--- src/rtl/rank_pkg.sv ---
// rank_pkg: shared widths, ranker state encoding and binomial coefficient helper
package rank_pkg;
  localparam int NUM_W   = 11;
  localparam int ROWS    = 13;
  localparam int VALUE_W = 10;
  localparam int COL_W   = 4;
  localparam int ROW_W   = 4;
  typedef enum logic [1:0] {IDLE, ACCEPT, ADD, DONE} state_t;
  // Each partial product is itself a binomial, so the integer division is exact
  function automatic int binom(int n, int r);
    int res = 1;
    if (r < 0 || r > n) return 0;
    for (int i = 0; i < r; i++) res = res * (n - i) / (i + 1);
    return res;
  endfunction
endpackage

--- src/rtl/binom_rom.sv ---
// binom_rom: registered C(row,col) lookup, zero for rows outside the table
module binom_rom import rank_pkg::*; #(
  parameter int ROWS_NUM    = ROWS,
  parameter int VALUE_WIDTH = VALUE_W,
  parameter int COL_WIDTH   = COL_W,
  parameter int ROW_WIDTH   = ROW_W
) (
  input  logic                   clk,
  input  logic [COL_WIDTH-1:0]   col,
  input  logic [ROW_WIDTH-1:0]   row,
  output logic [VALUE_WIDTH-1:0] data
);
  localparam int DEPTH = 2 ** (COL_WIDTH + ROW_WIDTH);
  localparam int NROW  = 2 ** ROW_WIDTH;
  logic [VALUE_WIDTH-1:0] tbl [DEPTH];
  for (genvar a = 0; a < DEPTH; a++) begin : g_tbl
    assign tbl[a] = VALUE_WIDTH'((a % NROW) < ROWS_NUM ? binom(a % NROW, a / NROW) : 0);
  end
  always_ff @(posedge clk) data <= tbl[{col, row}];
endmodule

--- src/rtl/rank_seq.sv ---
// rank_seq: streams a descending k-combination and accumulates its combinatorial rank
module rank_seq import rank_pkg::*; #(
  parameter int NUM_WIDTH   = NUM_W,
  parameter int ROWS_NUM    = ROWS,
  parameter int VALUE_WIDTH = VALUE_W,
  parameter int COL_WIDTH   = COL_W,
  parameter int ROW_WIDTH   = ROW_W
) (
  input  logic                 clk,
  input  logic                 rst_n,
  input  logic                 start,
  input  logic [COL_WIDTH-1:0] k,
  input  logic                 in_valid,
  output logic                 in_ready,
  input  logic [ROW_WIDTH-1:0] in_elem,
  output logic                 rank_valid,
  input  logic                 rank_ready,
  output logic [NUM_WIDTH-1:0] rank,
  output logic                 err
);
  state_t state, next;
  logic [COL_WIDTH-1:0] col;
  logic [ROW_WIDTH-1:0] prev;
  logic [NUM_WIDTH-1:0] acc;
  logic [VALUE_WIDTH-1:0] val;
  logic fire;
  binom_rom #(
    .ROWS_NUM(ROWS_NUM), .VALUE_WIDTH(VALUE_WIDTH),
    .COL_WIDTH(COL_WIDTH), .ROW_WIDTH(ROW_WIDTH)
  ) u_rom (
    .clk(clk), .col(col), .row(in_elem), .data(val)
  );
  assign in_ready   = state == ACCEPT;
  assign rank_valid = state == DONE;
  assign rank       = acc;
  assign fire       = in_valid && in_ready;
  always_comb begin
    next = state;
    case (state)
      IDLE:    next = !start ? IDLE : (k == '0 ? DONE : ACCEPT);
      ACCEPT:  next = fire ? ADD : ACCEPT;
      ADD:     next = col == COL_WIDTH'(1) ? DONE : ACCEPT;
      DONE:    next = rank_ready ? IDLE : DONE;
      default: next = IDLE;
    endcase
  end
  always_ff @(posedge clk) begin
    if (!rst_n) begin
      state <= IDLE;
      col   <= '0;
      acc   <= '0;
      prev  <= '1;
      err   <= 1'b0;
    end else begin
      state <= next;
      if (state == IDLE && start) begin
        acc  <= '0;
        err  <= 1'b0;
        col  <= k;
        prev <= ROW_WIDTH'(ROWS_NUM);
      end
      // prev starts at ROWS_NUM so the first element only trips the range check
      if (fire) begin
        prev <= in_elem;
        if (in_elem >= ROW_WIDTH'(ROWS_NUM) || in_elem >= prev) err <= 1'b1;
      end
      if (state == ADD) begin
        acc <= acc + NUM_WIDTH'(val);
        col <= col - 1'b1;
      end
    end
  end
endmodule

--- config.mk ---
export PLATFORM = sky130hd
export DESIGN_NAME = rank_seq
export DESIGN_NICKNAME = d
export VERILOG_FILES = /design/src/rtl/rank_pkg.sv /design/src/rtl/binom_rom.sv /design/src/rtl/rank_seq.sv
export SDC_FILE = /design/constraint.sdc
export NUM_CORES = 1
export LEC_CHECK = 0
export CORE_MARGIN = 10
export CORE_UTILIZATION = 30
export CTS_CLUSTER_SIZE = 12
export DETAILED_ROUTE_END_ITERATION = 10
export GPL_TIMING_DRIVEN = 0
export PLACE_DENSITY = 0.57
export REMOVE_ABC_BUFFERS = 1
export SETUP_SLACK_MARGIN = 0.1
export SYNTH_ARGS = -nofsm -noshare
export SYNTH_HDL_FRONTEND = slang
export SYNTH_SLANG_ARGS = --single-unit
--- constraint.sdc ---
create_clock -name clk -period 4.2 [get_ports clk]
set_input_delay 0.63 -clock clk [delete_from_list [all_inputs] [get_ports clk]]
set_output_delay 0.63 -clock clk [all_outputs]
set_load 0.01 [all_outputs]
## Word-level counts from Yosys, hierarchy flattened

Memories as Yosys holds them, arrays and structs flattened. A register that Yosys moved wholly into a read port is not among the register bits.
Cells that the tools add are included.

- Register bits: 22
- Bits in latches: 0
- Memory bits (writable): 0
- Memory bits (read-only): 2560
- Bits of input ports: 13
- Output and inout bits: 14
- Logic and storage cells: 37
- Memories kept: 1

- $add $sub $neg: 2
- Multipliers: 0
- Divide/modulo/power cells: 0
- $lt $le $gt $ge: 2
- Equality and inequality tests: 4
- Shift-type cells: 0
- Muxes and demuxes: 15
- Bitwise operators: 1
- Reductions and logical operators: 7

Memory list:

| name | words | width | rd ports | clocked after memory_dff | wr ports | RTL line | text |
|---|---|---|---|---|---|---|---|
| (name not given) | 256 | 10 | 1 | 1 | 0 | binom_rom.sv:19 | `always_ff @(posedge clk) data <= tbl[{col, row}];` |

Operators by type and width:

| operator | count |
|---|---|
| $mux W11 | 2 |
| $mux W4 | 4 |
| $add A11 B10 Y11 | 1 |
| $mux W2 | 5 |
| $not A8 Y9 | 1 |
| $pmux W2 S4 | 1 |
| $eq A2 B2 Y1 const B | 2 |
| $eq A4 B1 Y1 const B | 1 |
| $ge A4 B4 Y1 | 1 |
| $ge A4 B4 Y1 const B | 1 |
| $logic_not A4 Y1 | 1 |
| $reduce_bool A2 Y1 | 2 |
| $sub A4 B1 Y4 const B | 1 |
| $mux W1 | 3 |
| $eq A2 B1 Y1 const B | 1 |
| $logic_and A1 B1 Y1 | 2 |
| $logic_not A2 Y1 | 1 |
| $logic_or A1 B1 Y1 | 1 |

## Depth between registers and ports, before layout

- Depth in word-level cells: 5
- Depth in mapped cells: 8
- Gate-level depth less buffers: 7

## Hierarchy

From an unflattened synthesis, not the netlist that was laid out.

- Cells, all modules: 370
- Area, all modules: 2831.5 µm²

Modules (own cells, without submodules):

| module | times used | cells an instance | area an instance (µm²) | seq. area each (µm²) |
|---|---|---|---|---|
| rank_seq | 1 | 177 | 1498.9 | 440.4 |
| binom_rom | 1 | 193 | 1332.5 | 200.2 |

## Worst setup path before layout

OpenSTA, ideal clock, no wires.

- Path type: in2reg
- From: input port in_elem[1]
- To: register u_rom.data[4]
- Setup time: 0.127 ns
- Arrival time: 2.286 ns
- Data required time: 4.073 ns
- Path slack: 1.787 ns
- Stages on the path: 8
- Buffers on the path: 1
- Cell sequence: clkbuf_1 inv_1 ha_1 nand3b_2 nor3b_1 a311oi_1 a211oi_1 or3_1

- Word-level cells in the longest chain between the ends: 1

RTL lines:

| item | RTL line | text |
|---|---|---|
| start, declared | rank_seq.sv:15 | `input logic [ROW_WIDTH-1:0] in_elem,` |
| $not A8 Y9 (not written as such) | binom_rom.sv:19 |  |
| end, declared | binom_rom.sv:11 | `output logic [VALUE_WIDTH-1:0] data` |

Every way passes these cells.
A chain may end at the register's enable or synchronous reset.

## Final worst setup path

- From: input port in_elem[1]
- To: register u_rom.data[1]

Same word-level chain as after synthesis.

==> reports/metrics.csv <==
stage;metric;value;unit
run_status;status;finished clean;
sta;slew margin rel.;6.688;%
final_layout;layout cells sized above 1;3.005;%
synthesis;FF+latch count, synth;32;
global_route;GRT Max-Usage Layer;met2;
routing;DRT iter0 DRCs;345;
sta;worst-margin pin slew;1.398;ns
power_and_ir_drop;Switching Fraction;33.42;%
routing;via-per-instance ratio;5.700;
power_and_ir_drop;Total Power;0.8810;mW
clocking;CTS tree;done;
sta;Clock Skew;0.008888;ns
power_and_ir_drop;Sw Pwr;0.2944;mW
routing;number of iterations in the first detailed-routing pass;4;
sta;fmax;0.3029;GHz
hold_path;Hold Crit Class;reg2reg;
final_layout;most frequent cells in the layout;32 x nand2_1, 32 x dfxtp_1, 27 x nor2_1, 26 x clkdlybuf4s50_1, 25 x o21ai_0;
synthesis;synth warn;0;
placement;dpl cell area;2948;µm²
global_route;met2 Use GR;18.42;%
worst_setup_path;CP max stage cell;clkdlybuf4s50_1;
routing;final antenna-violating net count;0;
global_route;met3 Usage GRT;2.568;%
routing;total wire length;7.647;mm
floorplan;Chip Height;114.6;µm
worst_setup_path;CP max stage delay;0.85;ns
synthesis;Post-synth EDFFs;0;
clocking;post-cts sizing count;0;
sta;RSZ-0062 raised after global routing;no;
sta;Final Hold Vio Count;0;
worst_setup_path;CP required;4.35;ns
floorplan;core area;8721;µm²
synthesis;Cell Area, Synth;2683;µm²
clocking;postcts setup bufs;0;
power_and_ir_drop;PD cells;288.0;nW/µm²
placement;routability cong.;0.9205;
floorplan;starting density of the core;30.76;%
clocking;clk buf depth;2;
final_layout;diode count;0;
final_layout;final instance area;3059;µm²
global_route;met1 usage;15.19;%
worst_setup_path;crit path cell chain;clkdlybuf4s50_1 > inv_1 > ha_1 > and2_0 > o21ai_0 > nor3_1 > a22oi_1 > o221ai_1;
clocking;post-cts hold buffer count;0;
power_and_ir_drop;internal power;0.5866;mW
final_layout;post-layout util;35.08;%
worst_setup_path;Worst Setup End Kind;flip-flop;
worst_setup_path;CP Class;in2reg;
clocking;clock sink count;32;
power_and_ir_drop;maximum VDD drop;0.1588;mV
worst_setup_path;FF-to-FF setup slack;1.42;ns
routing;Wirelength per Cell;16.13;µm
routing;DRC;0;
sta;Post-Route Setup TNS;0;ns
placement;Buffers on Ports;26;
synthesis;Mapped Avg Cell Area;7.535;µm²
worst_setup_path;WP buf/inv;2;
worst_setup_path;Worst Path Max Fanout;13;
power_and_ir_drop;Clock power frac;34.4;%
final_layout;nets;400;
worst_setup_path;Crit path arrival time;3.45;ns
final_layout;area added between synthesis and finish;14.04;%
sta;Tcrit/Tclk final;78.61;%
floorplan;IO Pins;27;
clocking;Worst-path clk slew;0.08;ns
sta;fin crit period;3.302;ns
global_route;first-pass GRT wire length;12.77;mm
clocking;CTS Buf Count;5;
floorplan;die width;114.6;µm
power_and_ir_drop;Seq pwr share;40.4;%
worst_setup_path;CP top delay family;buffers and inverters;
global_route;gr usage total;11.46;%
synthesis;Top FF cell, synth;dfxtp_1;
power_and_ir_drop;combinational share of power;25.2;%
global_route;Congestion Overflow GR;0;
run;MaxCap Viol Count;0;
global_route;vias in the first global route;2621;
clocking;H-tree depth;2;
worst_setup_path;CP startpoint kind;input port;
floorplan;# rows;34;
synthesis;Cells after Synth;356;
floorplan;full die area;13120;µm²
sta;final setup fails;0;
placement;DP Wirelength;5.468;mm
routing;Vias;2702;
synthesis;post-synth cell types;56;
global_route;initial antenna violation count;0;
sta;max-slew violations;0;
global_route;pin count of the biggest net entering global routing;44;
clocking;Clk Latency, worst-skew pair;0.29;ns
power_and_ir_drop;Leak;1.173;nW
synthesis;post-synthesis sequential area ratio;23.88;%
clocking;CTS root buffer;clkbuf_8;
synthesis;asr flop ratio synth;0;%
power by group through the flow:
stage / registers, mW / clock network [mW] / logic [mW]
global placement: 0.362 / 0 / 0.216
CTS: 0.355 / 0.308 / 0.219
detailed placement: 0.362 / 0 / 0.218
finish: 0.356 / 0.303 / 0.222
global route: 0.360 / 0.323 / 0.247
floorplan: 0.353 / 0 / 0.144
cell usage after synthesis, types with 6 or more instances:
cell type,instances,area (µm²)
a21boi_0,6,45.04
nor3_1,10,50.05
clkbuf_1,7,26.28
nand2b_1,9,56.30
nor2b_1,16,100.1
inv_1,14,52.55
nand3_1,16,80.08
a31oi_1,6,37.54
o22ai_1,6,37.54
a22oi_1,7,52.55
a211oi_1,8,60.06
nand2_1,32,120.1
nor2_1,27,101.4
dfxtp_1,32,640.6
buf_2,10,50.05
o211ai_1,7,52.55
ha_1,21,262.8
o21ai_0,25,125.1
a21oi_1,22,110.1
final cells by class:
cell class / instances / area (µm²)
sequential: 32 / 640.6
inverter: 16 / 60.06
clock inverter: 3 / 42.54
fill: 911 / 5662
timing repair buffer: 26 / 260.3
tap: 108 / 135.1
clock buffer: 5 / 68.82
multi-input combinational: 284 / 1852
logic make-up (layout without fill, tap and decap cells):
logic type               Yosys count  after routing  synth area share, %
flip-flops                        32             32                23.88
AND/OR/NAND/NOR                  127            127                23.32
AO/OA/AOI/OAI                    124            124                31.25
multiplexers                       6              6                2.285
buffers and inverters             40             50                7.090
adder cells (fa/ha/maj)           22             22                10.54
XOR/XNOR                           5              5                1.632
through the flow:
stage	std cells	worst slack (ns)	hold WS, ns
final	474	0.8984	0.4837
after global routing	474	0.6531	0.5165
after CTS	474	0.9779	0.4861
after detailed placement	466	0.6973	0.4744
after global placement	466	0.6230	0.4556
after floorplan	332	2.064	0.4401
worst reg2reg max path, stage by stage (launching register included):
cell      delay [ns]
dfxtp_1         1.26
clkinv_1        0.64
ha_1            0.46
nor2_1          0.04
a221oi_1        0.21
nor2b_1         0.07
per-layer routing:
layer	up-vias	share of wire (%)
li1	1339	-
met1	1272	48
met2	87	45
met3	4	6.3
met4	0	0.30
met5	-	0
sequential cells by signal (all words and copies together) (netlist names):
signal / flops
col: 4
err: 1
prev: 4
rank: 11
state: 2
u_rom.data: 10
path summary, 6_finish.rpt:
path / from / endpoint / depth (start not counted)
setup / recovery: in_elem[1] / u_rom.data[1] / 8
hold / removal: prev[3] / prev[3] / 2
setup reg to reg: col[0] / col[1] / 5
hold reg to reg: prev[3] / prev[3] / 2
(Power assumes the default switching activity.)
